===== src/rtl/vga_timing_pkg.sv =====
// Shared VGA raster timing constants, coordinate type and window helper.
// Renderers import COORD_W / coord_t from here.
package vga_timing_pkg;

  localparam int unsigned COORD_W   = 10;
  localparam int unsigned COORD_MAX = 1 << COORD_W;

  localparam int unsigned DEF_H_VISIBLE = 640;
  localparam int unsigned DEF_H_FRONT   = 16;
  localparam int unsigned DEF_H_SYNC    = 96;
  localparam int unsigned DEF_H_BACK    = 48;
  localparam int unsigned DEF_V_VISIBLE = 480;
  localparam int unsigned DEF_V_FRONT   = 10;
  localparam int unsigned DEF_V_SYNC    = 2;
  localparam int unsigned DEF_V_BACK    = 33;
  localparam int unsigned DEF_CLK_DIV   = 2;

  localparam int unsigned DEF_H_TOTAL = DEF_H_VISIBLE + DEF_H_FRONT + DEF_H_SYNC + DEF_H_BACK;
  localparam int unsigned DEF_V_TOTAL = DEF_V_VISIBLE + DEF_V_FRONT + DEF_V_SYNC + DEF_V_BACK;

  localparam int unsigned DEF_HS_START = DEF_H_VISIBLE + DEF_H_FRONT;
  localparam int unsigned DEF_HS_END   = DEF_HS_START + DEF_H_SYNC;
  localparam int unsigned DEF_VS_START = DEF_V_VISIBLE + DEF_V_FRONT;
  localparam int unsigned DEF_VS_END   = DEF_VS_START + DEF_V_SYNC;

  typedef logic [COORD_W-1:0] coord_t;

  // True when lo <= v < hi.
  function automatic logic in_window(input coord_t v, input int unsigned lo, input int unsigned hi);
    return (32'(v) >= lo) && (32'(v) < hi);
  endfunction

endpackage


===== src/rtl/vga_scanner_tick_divider.sv =====
// Clock-enable generator: one-clock tick every CLK_DIV system clocks.
// Also used for other clock-enable generation outside the scanner.
module tick_divider #(
  parameter int unsigned CLK_DIV = 2
) (
  input  logic clock,
  input  logic reset,
  output logic tick
);

  localparam int unsigned CNT_W = (CLK_DIV > 1) ? $clog2(CLK_DIV) : 1;
  localparam logic [CNT_W-1:0] LAST = CNT_W'(CLK_DIV - 1);

  if (CLK_DIV < 1) begin : g_bad_div
    $error("tick_divider: CLK_DIV must be >= 1");
  end

  logic [CNT_W-1:0] div_cnt;

  always_ff @(posedge clock) begin
    if (reset || div_cnt == LAST) div_cnt <= '0;
    else                          div_cnt <= div_cnt + CNT_W'(1);
  end

  assign tick = (div_cnt == LAST) && !reset;

endmodule


===== src/rtl/vga_scanner.sv =====
// Raster timing generator: scan counters, sync decode and the registered
// pixel/sync output stage that drives the VGA connector.
module vga_scanner
  import vga_timing_pkg::*;
#(
  parameter int unsigned H_VISIBLE   = DEF_H_VISIBLE,
  parameter int unsigned H_FRONT     = DEF_H_FRONT,
  parameter int unsigned H_SYNC      = DEF_H_SYNC,
  parameter int unsigned H_BACK      = DEF_H_BACK,
  parameter int unsigned V_VISIBLE   = DEF_V_VISIBLE,
  parameter int unsigned V_FRONT     = DEF_V_FRONT,
  parameter int unsigned V_SYNC      = DEF_V_SYNC,
  parameter int unsigned V_BACK      = DEF_V_BACK,
  parameter int unsigned CLK_DIV     = DEF_CLK_DIV,
  parameter logic        SYNC_ACTIVE = 1'b0
) (
  input  logic               clock,
  input  logic               reset,
  output logic [COORD_W-1:0] col,
  output logic [COORD_W-1:0] row,
  output logic               display_on,
  output logic               pixel_tick,
  input  logic [2:0]         rgb_in,
  output logic [2:0]         vga_rgb,
  output logic               hsync,
  output logic               vsync,
  output logic               frame_tick
);

  localparam int unsigned H_TOTAL  = H_VISIBLE + H_FRONT + H_SYNC + H_BACK;
  localparam int unsigned V_TOTAL  = V_VISIBLE + V_FRONT + V_SYNC + V_BACK;
  localparam int unsigned HS_START = H_VISIBLE + H_FRONT;
  localparam int unsigned HS_END   = HS_START + H_SYNC;
  localparam int unsigned VS_START = V_VISIBLE + V_FRONT;
  localparam int unsigned VS_END   = VS_START + V_SYNC;

  if (H_TOTAL > COORD_MAX || V_TOTAL > COORD_MAX) begin : g_bad_geometry
    $error("vga_scanner: H_TOTAL/V_TOTAL exceed the coordinate range");
  end

  localparam coord_t H_LAST    = coord_t'(H_TOTAL - 1);
  localparam coord_t V_LAST    = coord_t'(V_TOTAL - 1);
  localparam coord_t FRAME_ROW = coord_t'(V_VISIBLE - 1);

  tick_divider #(
    .CLK_DIV(CLK_DIV)
  ) u_tick_divider (
    .clock(clock),
    .reset(reset),
    .tick (pixel_tick)
  );

  logic line_end;
  assign line_end = (col == H_LAST);

  always_ff @(posedge clock) begin
    if (reset) begin
      col <= '0;
      row <= '0;
    end else if (pixel_tick) begin
      if (line_end) begin
        col <= '0;
        row <= (row == V_LAST) ? '0 : row + coord_t'(1);
      end else begin
        col <= col + coord_t'(1);
      end
    end
  end

  assign display_on = (32'(col) < H_VISIBLE) && (32'(row) < V_VISIBLE);

  // Pixel and syncs are sampled together so they leave one pixel period late, unskewed.
  always_ff @(posedge clock) begin
    if (reset) begin
      vga_rgb <= '0;
      hsync   <= ~SYNC_ACTIVE;
      vsync   <= ~SYNC_ACTIVE;
    end else if (pixel_tick) begin
      vga_rgb <= display_on ? rgb_in : '0;
      hsync   <= in_window(col, HS_START, HS_END) ? SYNC_ACTIVE : ~SYNC_ACTIVE;
      vsync   <= in_window(row, VS_START, VS_END) ? SYNC_ACTIVE : ~SYNC_ACTIVE;
    end
  end

  assign frame_tick = pixel_tick && line_end && (row == FRAME_ROW);

endmodule


===== config.mk =====
export PLATFORM = sky130hd
export DESIGN_NAME = vga_scanner
export DESIGN_NICKNAME = d
export VERILOG_FILES = /design/src/rtl/vga_timing_pkg.sv /design/src/rtl/vga_scanner_tick_divider.sv /design/src/rtl/vga_scanner.sv
export SDC_FILE = /design/constraint.sdc
export NUM_CORES = 1
export LEC_CHECK = 0
export BUFFER_PORTS_ARGS = -buffer_cell sky130_fd_sc_hd__buf_4
export CAP_MARGIN = 15
export CORE_AREA = 8 8 66 68
export CTS_BUF_LIST = sky130_fd_sc_hd__clkbuf_2 sky130_fd_sc_hd__clkbuf_4 sky130_fd_sc_hd__clkbuf_8
export DETAILED_ROUTE_END_ITERATION = 10
export DIE_AREA = 0 0 74 76
export PLACE_DENSITY = 0.72
export SYNTH_ARGS = -nofsm -noshare
export SYNTH_HDL_FRONTEND = slang
export SYNTH_HIERARCHICAL = 1
export SYNTH_SLANG_ARGS = --single-unit

===== constraint.sdc =====
create_clock -name clock -period 2.3 [get_ports clock]
set_clock_uncertainty 0.05 [all_clocks]
set_input_delay 0.46 -clock clock [delete_from_list [all_inputs] [get_ports clock]]
set_output_delay 0.46 -clock clock [all_outputs]
set_load 0.01 [all_outputs]

==> results by group <==
Clocking
  • CTS clk-pin slew, worst paths: 150 ps
  • CTS Buf Count: 3
  • CTS max path bufs: 2
  • CTS root buf: clkbuf_4
  • H-tree depth: 1
  • Clk Latency, worst-skew pair: 330 ps
  • Clk sinks: 26
  • TritonCTS clock tree: yes
  • Number of hold buffers added after CTS: 0

GRT
  • Initial antenna violation count: 0
  • GRT overflow: 0
  • Number of global-route vias before repair: 1,128
  • GRT Total Usage: 0.111
  • First-pass GRT wire length: 5140 um
  • Largest net degree at the start of global routing: 17

Power and ir drop
  • Leakage: 0.642 nW
  • Pwr Total: slightly above 800 uW
  • Peak supply drop: 0.175 mV
  • PD cells: 479 mW/mm2

Timing
  • Hold Fails Final Rpt: 0
  • Fmax: around 0.45 GHz
  • Setup TNS: 0 ps
  • Max-Slew Margin vs Limit: 0.667
  • Final Max Tran Viols: 0
  • Final period demand of the worst path: 2250 ps
  • Setup violations, final: 0
  • Final Cycle Share: 0.976
  • Slew @ Worst Pin: between 400 and 500 ps
  • Post-route setup slack: 54.3 ps

Worst setup path
  • Worst reg2reg setup slack: 340 ps
  • Worst reg2reg path endpoint: row[3]
  • CP max-delay cell: or4_4
  • Worst Path Buf+Inv: 1
  • WS Path Type: reg2out
  • Arrival time at the worst endpoint: 1740 ps
  • Launch point of the worst reg-to-reg path: col[0]
  • Maximum fanout along the worst path: 4
  • WP depth: 5
  • Cell Chain, Critical Path: ha_2, nand2_2, or4_4, nor3_2, buf_4
  • Crit-path leading delay family: simple AND/OR/NAND/NOR gates
  • Worst EP required: 1790 ps
  • Crit end category: primary output
  • Startpoint types: flip-flop
  • Worst Reg-to-Reg Cells: 6
  • Largest stage delay on the critical path: 520 ps

Placed design
  • Place WS: 73.2 ps
  • GPL Wtd Cong: 0.767
  • Input/output buffers: 32
  • HPWL after DPL: about 2300 um

Routing
  • DRC violations left: 0
  • Antenna-violating nets left: 0
  • Routed length per placed instance: 12.5 um
  • Drt pass-1 iters: 4
  • Number of DRC violations after detailed-routing iteration 0: 54
  • Routed vias/inst: 5.03
  • Routed via count: between 1,000 and 1,500
  • Final WL: 3030 um

Floorplan
  • Num rows: 22
  • Die Height: 76 um
  • CORE AREA: 0.00344 mm2
  • Starting Density: 0.367
  • Top-Level Pins: 33
  • Chip width: roughly 74 um
  • DIE AREA: 0.00562 mm2

Worst hold path
  • Worst hold path type: in2reg
  • Min-Delay Endpoint: vga_rgb[0]
  • HP Start: rgb_in[0]
  • Hold Path Depth: 3

Yosys
  • Mapped Nets: approximately 160
  • Synth Cell Area: about 0.0013 mm2
  • Sequential fraction of the synthesis area: 0.413
  • Yosys cell types: 33
  • Synth Area per Inst: 8.30 um2
  • Post-synthesis cell count: roughly 150
  • Yosys warns: 6
  • Number of synthesized register bits: 26

Final layout
  • Share of cells above drive strength 1: 0.340
  • ANT cells: 0
  • Multi-input logic area: 706 um2
  • Most frequent cells in the layout: buf_4, dfxtp_1, nor2_1
  • Seq. cell area: 537 um2
  • Fillers: around 340
  • Final layout net count: around 200
  • P&R area growth vs syn: 36.3%
  • Commonest non-fill, non-tap cell in the layout: buf_4

Flow run
  • Max Cap Viol: 0

Outcome
  • Status: finished clean
final cells by class:
| cell class | instances | share of cell area |
|---|---|---|
| clock inverters | 1 | 0.0175 |
| inverters | 7 | 0.0153 |
| well taps | 48 | 0.0349 |
| repair buffers | 45 | 0.197 |
| flip-flops and latches | 26 | 0.312 |
| clock buffers | 3 | 0.0131 |
| multi-input cells | 112 | 0.410 |
layer usage:
metal	share of wire	wire [um]	vias to the layer above	global-route usage
li1	-	-	619	-
met1	0.44	1320	565	0.128
met2	0.49	1480	26	0.184
met3	0.048	145	7	0.0171
met4	0.027	83	0	0.0660
met5	0	0	-	0
synth_stat cells:
cell type  count  area share
dfxtp_1       26        0.41
nor2_1        15       0.045
a21oi_1       11       0.044
nand3_1       11       0.044
nor3_1         9       0.036
inv_1          7       0.021
o21ai_0        7       0.028
xnor2_1        7       0.049
clkbuf_1       6       0.018
nand2_1        6       0.018
nand4_1        6       0.030
or3_1          6       0.030
nand2b_1       5       0.025
ha_1           4       0.040
xor2_1         3       0.021
and4_1         2       0.014
nand3b_1       2       0.012
nor4_1         2      0.0099
o21a_1         2       0.012
or4_1          2       0.012
a31oi_1        1      0.0050
a41o_1         1      0.0079
and2_1         1      0.0050
buf_2          1      0.0040
mux2i_1        1      0.0079
nand2_2        1      0.0050
nand3_2        1      0.0079
nor2b_4        1       0.011
o21ba_2        1      0.0079
o22ai_1        1      0.0050
o31ai_1        1      0.0060
or2_1          1      0.0050
or2_2          1      0.0050
per-stage QoR:
| stage | instance area (um2) | util | hold WS (ps) | std cells |
|---|---|---|---|---|
| finish | 1720 | 0.500 | 327 | 242 |
| detailed placement | 1620 | 0.471 | 360 | 236 |
| global placement | 1620 | 0.471 | 355 | 236 |
| floorplan | 1270 | - | 339 | 152 |
| CTS | 1700 | 0.493 | 313 | 241 |
| global route | 1720 | 0.500 | 329 | 242 |
sequential cells by signal (all words and copies together), names as in the netlist:
name,count
col,10
row,10
vga_rgb,3
hsync,1
u_tick_divider/div_cnt,1
vsync,1
cell families (layout without fill, tap and decap cells):
| logic type | Yosys count | in the layout | synth area share |
|---|---|---|---|
| AOI/OAI and AO/OA | 25 | 25 | 0.115 |
| buffers and inverters | 14 | 56 | 0.0427 |
| muxes | 1 | 1 | 0.00794 |
| adders and majority gates | 4 | 4 | 0.0397 |
| DFF | 26 | 26 | 0.413 |
| and+or+nand+nor | 72 | 72 | 0.313 |
| xor gates and xnor gates | 10 | 10 | 0.0694 |
worst register-to-register path, stage by stage (launching register included):
cell and delay [ps]:
dfxtp_2 360, ha_2 190, nand2_2 70, or4_4 520, buf_4 190, or3_1 350, a21oi_1 150
worst max-delay path by stage:
stage,startpoint,to,slack [ps]
after global routing,col[7],frame_tick,-7
final,col[0],frame_tick,50
after detailed placement,reset,row[3],70
after floorplan,reset,frame_tick,6
after CTS,col[6],frame_tick,1
after global placement,reset,row[4],140
timing repair:
action                                  CTS  global route
endpoints found under the setup margin    1             1
pin swaps                                 1             1
buffers inserted                          1             1
cloned                                    0             0
resized for setup                         9             5
report_power, final:
group	internal, mW	leakage [nW]	switching (mW)
clock network	0.177	0.0279	0.139
logic	0.0256	0.398	0.0251
registers	0.454	0.215	0.00275
total	0.656	0.642	0.167
Power figures use the tool's default switching activity.
